<file path="src/rtl/alu_rs_scheduler_pkg.sv">
// Shared widths, opcode constants, entry payload types and the operand wakeup helper
// for the ALU reservation station.
package alu_rs_scheduler_pkg;

  localparam int unsigned ROB_SIZE       = 16;
  localparam int unsigned ROB_SIZE_WIDTH = $clog2(ROB_SIZE);
  localparam int unsigned XLEN           = 32;

  localparam logic [6:0] OP_IMM    = 7'b0010011;
  localparam logic [6:0] OP_REG    = 7'b0110011;
  localparam logic [6:0] OP_BRANCH = 7'b1100011;

  typedef logic [ROB_SIZE_WIDTH-1:0] rob_tag_t;
  typedef logic [XLEN-1:0]           word_t;

  typedef struct packed {
    logic     busy;
    rob_tag_t tag;
    word_t    val;
  } operand_t;

  typedef struct packed {
    rob_tag_t   rob_id;
    logic [2:0] op;
    logic [6:0] instr_type;
    logic       op_other;
    operand_t   src1;
    operand_t   src2;
  } rs_entry_t;

  // Capture a pending operand from a matching broadcast; ALU bus wins a tie.
  function automatic operand_t wake(operand_t o,
                                    logic alu_rdy, rob_tag_t alu_tag, word_t alu_res,
                                    logic lsb_rdy, rob_tag_t lsb_tag, word_t lsb_res);
    operand_t r;
    r = o;
    if (o.busy && alu_rdy && (o.tag == alu_tag)) begin
      r.busy = 1'b0;
      r.val  = alu_res;
    end else if (o.busy && lsb_rdy && (o.tag == lsb_tag)) begin
      r.busy = 1'b0;
      r.val  = lsb_res;
    end
    return r;
  endfunction

endpackage

</file>
<file path="src/rtl/rs_prio_enc.sv">
// Lowest-set-bit priority encoder with a found flag.
module rs_prio_enc #(
  parameter int unsigned N = 8,
  parameter int unsigned W = $clog2(N)
) (
  input  logic [N-1:0] req,
  output logic [W-1:0] idx,
  output logic         found
);

  always_comb begin
    idx   = '0;
    found = 1'b0;
    for (int i = N - 1; i >= 0; i--) begin
      if (req[i]) begin
        idx   = W'(i);
        found = 1'b1;
      end
    end
  end

endmodule

</file>
<file path="src/rtl/alu_rs_scheduler.sv">
// ALU reservation station: dispatch into the lowest free slot, CDB wakeup with
// dispatch bypass, and one lowest-index ready issue per cycle.
module alu_rs_scheduler
  import alu_rs_scheduler_pkg::*;
#(
  parameter int unsigned RS_SIZE = 8,
  parameter int unsigned RS_W    = $clog2(RS_SIZE)
) (
  input  logic                      clk,
  input  logic                      rst,
  input  logic                      rdy,
  input  logic                      rob_clear,
  input  logic                      disp_valid,
  input  logic [ROB_SIZE_WIDTH-1:0] disp_rob_id,
  input  logic [2:0]                disp_op,
  input  logic [6:0]                disp_instr_type,
  input  logic                      disp_op_other,
  input  logic [31:0]               disp_v1,
  input  logic [31:0]               disp_v2,
  input  logic                      disp_q1_busy,
  input  logic                      disp_q2_busy,
  input  logic [ROB_SIZE_WIDTH-1:0] disp_q1,
  input  logic [ROB_SIZE_WIDTH-1:0] disp_q2,
  input  logic                      cdb_alu_ready,
  input  logic [ROB_SIZE_WIDTH-1:0] cdb_alu_rob_id,
  input  logic [31:0]               cdb_alu_result,
  input  logic                      cdb_lsb_ready,
  input  logic [ROB_SIZE_WIDTH-1:0] cdb_lsb_rob_id,
  input  logic [31:0]               cdb_lsb_result,
  output logic                      full,
  output logic                      issue_valid,
  output logic [ROB_SIZE_WIDTH-1:0] issue_rob_id,
  output logic [2:0]                issue_op,
  output logic [6:0]                issue_instr_type,
  output logic                      issue_op_other,
  output logic [31:0]               issue_v1,
  output logic [31:0]               issue_v2
);

  rs_entry_t          entries [RS_SIZE];
  logic [RS_SIZE-1:0] busy;
  logic [RS_SIZE-1:0] free_vec;
  logic [RS_SIZE-1:0] ready_vec;
  operand_t           wk1 [RS_SIZE];
  operand_t           wk2 [RS_SIZE];
  logic [RS_W-1:0]    free_idx;
  logic [RS_W-1:0]    sel_idx;
  logic               free_found;
  logic               sel_found;
  operand_t           disp_raw1;
  operand_t           disp_raw2;
  operand_t           disp_src1;
  operand_t           disp_src2;

  assign full     = &busy;
  assign free_vec = ~busy;

  // Per-entry, per-operand wakeup comparators and eligibility.
  for (genvar g = 0; g < int'(RS_SIZE); g++) begin : g_entry
    assign ready_vec[g] = busy[g] & ~entries[g].src1.busy & ~entries[g].src2.busy;
    assign wk1[g] = wake(entries[g].src1, cdb_alu_ready, cdb_alu_rob_id, cdb_alu_result,
                         cdb_lsb_ready, cdb_lsb_rob_id, cdb_lsb_result);
    assign wk2[g] = wake(entries[g].src2, cdb_alu_ready, cdb_alu_rob_id, cdb_alu_result,
                         cdb_lsb_ready, cdb_lsb_rob_id, cdb_lsb_result);
  end

  assign disp_raw1 = '{busy: disp_q1_busy, tag: disp_q1, val: disp_v1};
  assign disp_raw2 = '{busy: disp_q2_busy, tag: disp_q2, val: disp_v2};
  assign disp_src1 = wake(disp_raw1, cdb_alu_ready, cdb_alu_rob_id, cdb_alu_result,
                          cdb_lsb_ready, cdb_lsb_rob_id, cdb_lsb_result);
  assign disp_src2 = wake(disp_raw2, cdb_alu_ready, cdb_alu_rob_id, cdb_alu_result,
                          cdb_lsb_ready, cdb_lsb_rob_id, cdb_lsb_result);

  rs_prio_enc #(.N(RS_SIZE), .W(RS_W)) u_free_enc (
    .req   (free_vec),
    .idx   (free_idx),
    .found (free_found)
  );

  rs_prio_enc #(.N(RS_SIZE), .W(RS_W)) u_sel_enc (
    .req   (ready_vec),
    .idx   (sel_idx),
    .found (sel_found)
  );

  // Free search and select both use start-of-cycle busy, so an entry freed by
  // issue cannot be refilled until the next cycle.
  always_ff @(posedge clk) begin
    if (rst || rob_clear) begin
      busy             <= '0;
      issue_valid      <= 1'b0;
      issue_rob_id     <= '0;
      issue_op         <= '0;
      issue_instr_type <= '0;
      issue_op_other   <= 1'b0;
      issue_v1         <= '0;
      issue_v2         <= '0;
    end else if (rdy) begin
      issue_valid <= sel_found;
      if (sel_found) begin
        issue_rob_id     <= entries[sel_idx].rob_id;
        issue_op         <= entries[sel_idx].op;
        issue_instr_type <= entries[sel_idx].instr_type;
        issue_op_other   <= entries[sel_idx].op_other;
        issue_v1         <= entries[sel_idx].src1.val;
        issue_v2         <= entries[sel_idx].src2.val;
        busy[sel_idx]    <= 1'b0;
      end
      for (int i = 0; i < int'(RS_SIZE); i++) begin
        entries[i].src1 <= wk1[i];
        entries[i].src2 <= wk2[i];
      end
      if (disp_valid && free_found) begin
        busy[free_idx]    <= 1'b1;
        entries[free_idx] <= '{rob_id:     disp_rob_id,
                               op:         disp_op,
                               instr_type: disp_instr_type,
                               op_other:   disp_op_other,
                               src1:       disp_src1,
                               src2:       disp_src2};
      end
    end
  end

endmodule

</file>
<file path="config.mk">
export PLATFORM = sky130hd
export DESIGN_NAME = alu_rs_scheduler
export DESIGN_NICKNAME = d
export VERILOG_FILES = /design/src/rtl/alu_rs_scheduler_pkg.sv /design/src/rtl/rs_prio_enc.sv /design/src/rtl/alu_rs_scheduler.sv
export SDC_FILE = /design/constraint.sdc
export NUM_CORES = 2
export LEC_CHECK = 0
export CAP_MARGIN = 20
export CORE_ASPECT_RATIO = 1.75
export CORE_UTILIZATION = 35
export CTS_BUF_LIST = sky130_fd_sc_hd__clkbuf_8 sky130_fd_sc_hd__clkbuf_16
export DETAILED_ROUTE_END_ITERATION = 8
export HOLD_SLACK_MARGIN = 0.08
export SLEW_MARGIN = 10
export SYNTH_ARGS = -nofsm -noshare
export SYNTH_HDL_FRONTEND = slang
export SYNTH_HIERARCHICAL = 1
export SYNTH_SLANG_ARGS = --single-unit
</file>
<file path="constraint.sdc">
create_clock -name clk -period 13.2 [get_ports clk]
set_clock_uncertainty 0.1 [all_clocks]
set_input_delay 1.98 -clock clk [delete_from_list [all_inputs] [get_ports clk]]
set_output_delay 1.98 -clock clk [all_outputs]
set_load 0.01 [all_outputs]
</file>
== After elaboration in Yosys (flattened, before gate mapping) ==
Memory sizes are Yosys's and may differ from the RTL's. A register that Yosys moved wholly into a read port is not among the register bits.
Cells that the tools add are included.
Cells by class
  $lt $le $gt $ge: 4
  equality and inequality tests: 36
  multiplexer cells: 119
  bitwise gates (word level): 36
  reductions and logical operators: 78
Operators by type and width (number)
  $mux W32: 36
  $eq A4 B4 Y1: 36
  $logic_and A1 B1 Y1: 75
  $mux W1: 61
  $mux W3: 16
  $mux W8: 4
  $and A1 B1 Y1: 16
  $not A1 Y1: 16
  $not A8 Y8: 2
  $and A8 B8 Y8: 1
  $lt A3 B4 Y1 const B: 2
  $or A8 B8 Y8: 1
  $reduce_and A8 Y1: 1
  $demux W1 S3: 2
  $ge A3 B1 Y1 const B: 2
  $reduce_and A2 Y1: 1
  $logic_or A1 B1 Y1: 1
Word-level totals
  bits in registers: 9
  bits in writable memories: 712
  bits of input ports: 168
  output and inout bits: 81
  logic and storage cells: 276
  memories kept: 1
Memory list
  entries: words 8, bits a word 89, read ports 9, clocked after Yosys merged registers in 1, write ports 9, RTL line alu_rs_scheduler.sv:40  | rs_entry_t entries [RS_SIZE];

== Logic depth before layout (Yosys ltp) ==
An unclocked memory read counts as a cell.
  word-level depth: 23
  mapped depth: 13
  gate-level depth less buffers: 10

== Hierarchy ==
The synthesis kept the hierarchy.
By module, submodules not included
  alu_rs_scheduler: times used 1, cells an instance 3068, area an instance 41770.1 um^2, sequential area each 23142.2 um^2
  rs_prio_enc: times used 2, cells an instance 13, area an instance 80.1 um^2, sequential area each 0.0 um^2

== Least setup slack after synthesis ==
OpenSTA, ideal clock, no wires.
  path kind: in2reg
  start point: input disp_valid
  end point: memory entries[3][0] (netlist name), enable pin
  library setup time: 434 ps
  arrival: 4921 ps
  data required time: 12666 ps
  setup slack: 7745 ps
  stages on the path: 8
  buffers on the path: 3
  path through: and4_1 > clkbuf_1 > nand2_2 > inv_2 > a21oi_2 > buf_2 > buf_2 > a21oi_1
RTL lines
  from (decl): RTL line alu_rs_scheduler.sv:13  | input logic disp_valid,
  to (decl): RTL line alu_rs_scheduler.sv:40

==> qor.yml <==
synthesis:
  synthArstFlopShare_pct: 0
  synth-compound-area-share_pct: 15.8
  post_synth_and_or_nand_nor_area_fraction_pct: 9.09
  post_synth_inst_count: 3094
  synthesis.area_per_instance_sq_um: 13.6
  arithmetic_cell_share_of_the_synthesized_area_counting_full_adders_half_adders_and_majority_gates_pct: 0
  yosys_warnings: 6
  post_synth_num_cell_types: 66
  mappedNetlistArea_sq_um: 41900
  synth_enable_flop_cells: 712
  synth_nets: 3262
  ys_dominant_reg_cell: "sky130_fd_sc_hd__edfxtp_1"
  synth-seq-area-share_pct: 55.2
  synthMuxAreaShare_pct: 12.9
  yosys_register_bits: 800
  synth_top_family_by_area: "compound AO/OA/AOI/OAI gates"
  synth_xor_xnor_area_share_pct: 2.57
detailed_routing:
  first_pass_iters: 9
  detail_route_antenna_nets: 0
  post-route-drc-count: 2
  detail_route.wirelength_mm: 162
  detailroute.via_count: 31200
  route.detailed.wl_per_inst_um: 34.0
  via_per_inst: 6.56
  drc_marker_count_from_the_first_detailed_route_iteration: 3925
finish:
  final_nets: 3345
  ratio_of_cells_with_drive_above_1_in_the_final_layout_pct: 23.9
  seq_area_sq_um: 23100
  fillers: 10900
  multi_input_area_sq_um: 17300
  syn2layout_area_growth_pct: 15.6
floorplanning:
  die_area_sq_um: 121000
  die_h_um: 460
  die_width_um: 264
  placementRows: 167
  floorplan.initialDensity_pct: 35.4
  core_region_area_sq_um: 118000
  io_pins: 249
global_route:
  antenna_found_initial: 13
  grt_first_pass_wirelength_mm: 228
  grt_pass1_vias: 30700
  gr-usage-all-layers_pct: 26.2
  grt.overflow.total: 0
  grt_max_degree: 147
sta:
  hold_violations: 0
  fin_tns_setup_ns: 0
  setup_violations: 0
  timing_worst_slew_pin_value_ns: 1.29
  worst_slew_margin_rel_pct: 13.8
  final_period_minus_worst_setup_slack_ns: 5.82
  final.period_utilization_pct: 44.1
  rsz0062_at_grt: "false"
  drv_slew: 0
  fmaxAchievable_mhz: 172
power:
  p_switching_mw: 1.27
  p_sw_share_pct: 23.3
  power_frac_clock_pct: 41.9
  p_leak_nw: 15.5
  ir_drop_uv: 101
  power.sequential.fraction_pct: 50.6
  cellInternalPower_mw: 4.19
  total_power_mw: 5.46
  combinationalPowerShare_pct: 7.5
  cellPowerDensity_nw_per_um2: 113
worst_hold_path:
  min_path_cells: 2
  hold_path.class: "reg2reg"
  hold_end: "busy[3]"
  hold_start: "busy[3]"
worst_setup_path:
  worstSetupStartpointType: "primary input"
  critical_path_arrival_ns: 6.14
  r2r.worst_path.cells: 9
  crit_chain: "clkdlybuf4s50_1, nor4_2, nand2_1, inv_2, buf_4, nand2_2, o221a_2"
  worst_setup_path_startpoint: "rob_clear"
  path_max_fanout: 37
  critical_path_required_ns: 13.53
  worst_path_largest_cell_delay_ns: 0.85
  worst-r2r-setup-slack_ns: 8.07
  cp_top_family: "buffers and inverters"
  worstSetupEndpointType: "flop"
  crit-reg2reg-capture: "entries[2][16]"
  critical_path.n_buffers_inverters: 3
  crit-reg2reg-launch: "busy[5]"
  critPathKind: "in2reg"
  highest_delay_cell_along_the_critical_path: "sky130_fd_sc_hd__nand2_2"
clock_tree:
  cts.repair.resized: 0
  numCtsBuffers: 77
  clock_path_buffers: 3
  hold_buf_count_cts: 0
  h_tree_depth_reported_by_cts: 3
  clock_slew_at_reported_path_ffs_ns: 0.07
  clock_latency_at_the_later_pin_of_the_worst_skew_pair_ns: 0.70
  cts_setup_buffers: 0
  cts_tree: "done"
  cts-root-buf: "sky130_fd_sc_hd__clkbuf_16"
  clock-sinks: 800
placed_design:
  count_of_input_and_output_buffers: 248
  place.gp.congestion: 0.880
  dpl.hpwl_mm: 98.5
run:
  timing.max_cap.violations: 0
run_status:
  status: "finished, violations left"
  violations: "design-rule violations"
-- stage by stage --
stage / util (%) / std cells / setup WS [ns] / hold slack (ns) / instance area, sq um
final: 40.9 / 4760 / 7.38 / 0.376 / 48500
after global routing: 40.9 / 4759 / 7.33 / 0.403 / 48500
after CTS: 40.9 / 4757 / 7.50 / 0.375 / 48500
after detailed placement: 38.8 / 4619 / 6.79 / 0.364 / 45900
after global placement: 38.8 / 4618 / 6.93 / 0.360 / 45900
after floorplan: - / 3094 / 7.75 / 0.347 / 41900
-- tightest hold or removal path: cells and delay by family (launching register included) --
kind	cells	cell delay, ns
and+or+nand+nor	2	0.11
DFF	1	0.32
-- cells by family after synthesis --
logic type,after synthesis
AOI/OAI and AO/OA,733
muxes,323
xor gates and xnor gates,123
DFF,800
and+or+nand+nor,699
buffers and inverters,416
-- cell type report --
type | count | share of cell area, %
repair buffers | 350 | 6.80
inverters | 70 | 0.553
diodes | 3 | 0.0155
well taps | 1521 | 3.93
clock inverters | 44 | 0.620
flip-flops and latches | 800 | 47.8
multi-input cells | 1878 | 35.8
clock buffers | 94 | 4.58
-- layout by cell type (no fill, tap or decap), drive strengths merged, types with 94 or more instances in the layout --
master	n
nor3	154
a21oi	94
nor2	166
mux4	158
mux2i	124
clkdlybuf4s50	248
edfxtp	712
clkbuf	94
o221a	248
or3	196
a221oi	247
buf	102
-- power groups by stage --
stage	clock network, mW	registers (mW)	logic [mW]
4_1_cts	2.30	2.76	0.402
5_1_grt	2.38	2.76	0.435
2_1_floorplan	0	2.82	0.241
3_5_place_dp	0	2.82	0.401
3_3_place_gp	0	2.82	0.394
6_report	2.29	2.76	0.408
-- cell usage after synthesis, types with 4 or more instances --
master	count	area (sq um)
sky130_fd_sc_hd__edfxtp_1	712	21400
sky130_fd_sc_hd__o221a_2	226	2540
sky130_fd_sc_hd__a221oi_1	208	1820
sky130_fd_sc_hd__or3_1	196	1230
sky130_fd_sc_hd__clkbuf_1	168	631
sky130_fd_sc_hd__nor2_1	166	623
sky130_fd_sc_hd__mux4_2	158	3560
sky130_fd_sc_hd__nor3_1	150	751
sky130_fd_sc_hd__mux2i_1	109	1090
sky130_fd_sc_hd__buf_2	108	541
sky130_fd_sc_hd__a21oi_1	92	460
sky130_fd_sc_hd__dfxtp_1	88	1760
sky130_fd_sc_hd__xor2_1	87	762
sky130_fd_sc_hd__o21ai_0	84	420
sky130_fd_sc_hd__inv_1	59	221
sky130_fd_sc_hd__nand2_1	50	188
sky130_fd_sc_hd__buf_1	43	161
sky130_fd_sc_hd__nand2b_1	42	263
sky130_fd_sc_hd__a221oi_2	39	586
sky130_fd_sc_hd__xnor2_1	36	315
sky130_fd_sc_hd__mux2_2	32	360
sky130_fd_sc_hd__nand3_1	22	110
sky130_fd_sc_hd__o221a_1	22	248
sky130_fd_sc_hd__a222oi_1	18	180
sky130_fd_sc_hd__buf_4	18	135
sky130_fd_sc_hd__nor2b_1	16	100
sky130_fd_sc_hd__mux2i_4	10	225
sky130_fd_sc_hd__nand4_1	10	62.6
sky130_fd_sc_hd__buf_6	8	90.1
sky130_fd_sc_hd__nor4_1	8	50.1
sky130_fd_sc_hd__nor4_4	8	170
sky130_fd_sc_hd__and2_1	7	43.8
sky130_fd_sc_hd__o2111ai_1	7	61.3
sky130_fd_sc_hd__a41oi_1	6	52.6
sky130_fd_sc_hd__clkinv_1	6	22.5
sky130_fd_sc_hd__a2111o_1	5	56.3
sky130_fd_sc_hd__inv_2	5	18.8
sky130_fd_sc_hd__mux2_1	5	56.3
sky130_fd_sc_hd__mux2i_2	5	68.8
sky130_fd_sc_hd__and3_1	4	25.0
sky130_fd_sc_hd__mux2_4	4	60.1
sky130_fd_sc_hd__nand2_2	4	25.0
sky130_fd_sc_hd__nor3_2	4	40.0
-- how the worst max path moves through the flow --
stage / endpoint / slack (ns) / depth (start not counted)
global placement: entries[2][16] / 6.93 / 7
detailed placement: entries[2][25] / 6.79 / 7
global route: entries[2][20] / 7.33 / 7
CTS: entries[2][20] / 7.50 / 7
floorplan: entries[3][0] / 7.75 / 8
finish: entries[2][16] / 7.38 / 7
-- sequential cells by signal, indices dropped and copies added, names as in the netlist --
register          count
issue_instr_type      7
issue_op              3
issue_op_other        1
entries             712
issue_v1             32
issue_rob_id          4
issue_v2             32
busy                  8
issue_valid           1
-- layer usage --
layer  track usage [%]  wire length, um  part of all wire (%)  vias up
li1                  -                -                     -    12800
met1              32.0            58100                    36    15800
met2              43.0            77300                    48     2113
met3              5.61            16400                    10      489
met4              14.6             9780                   6.0       20
met5                 0              149                 0.092        -
Power figures use the tool's default switching activity.
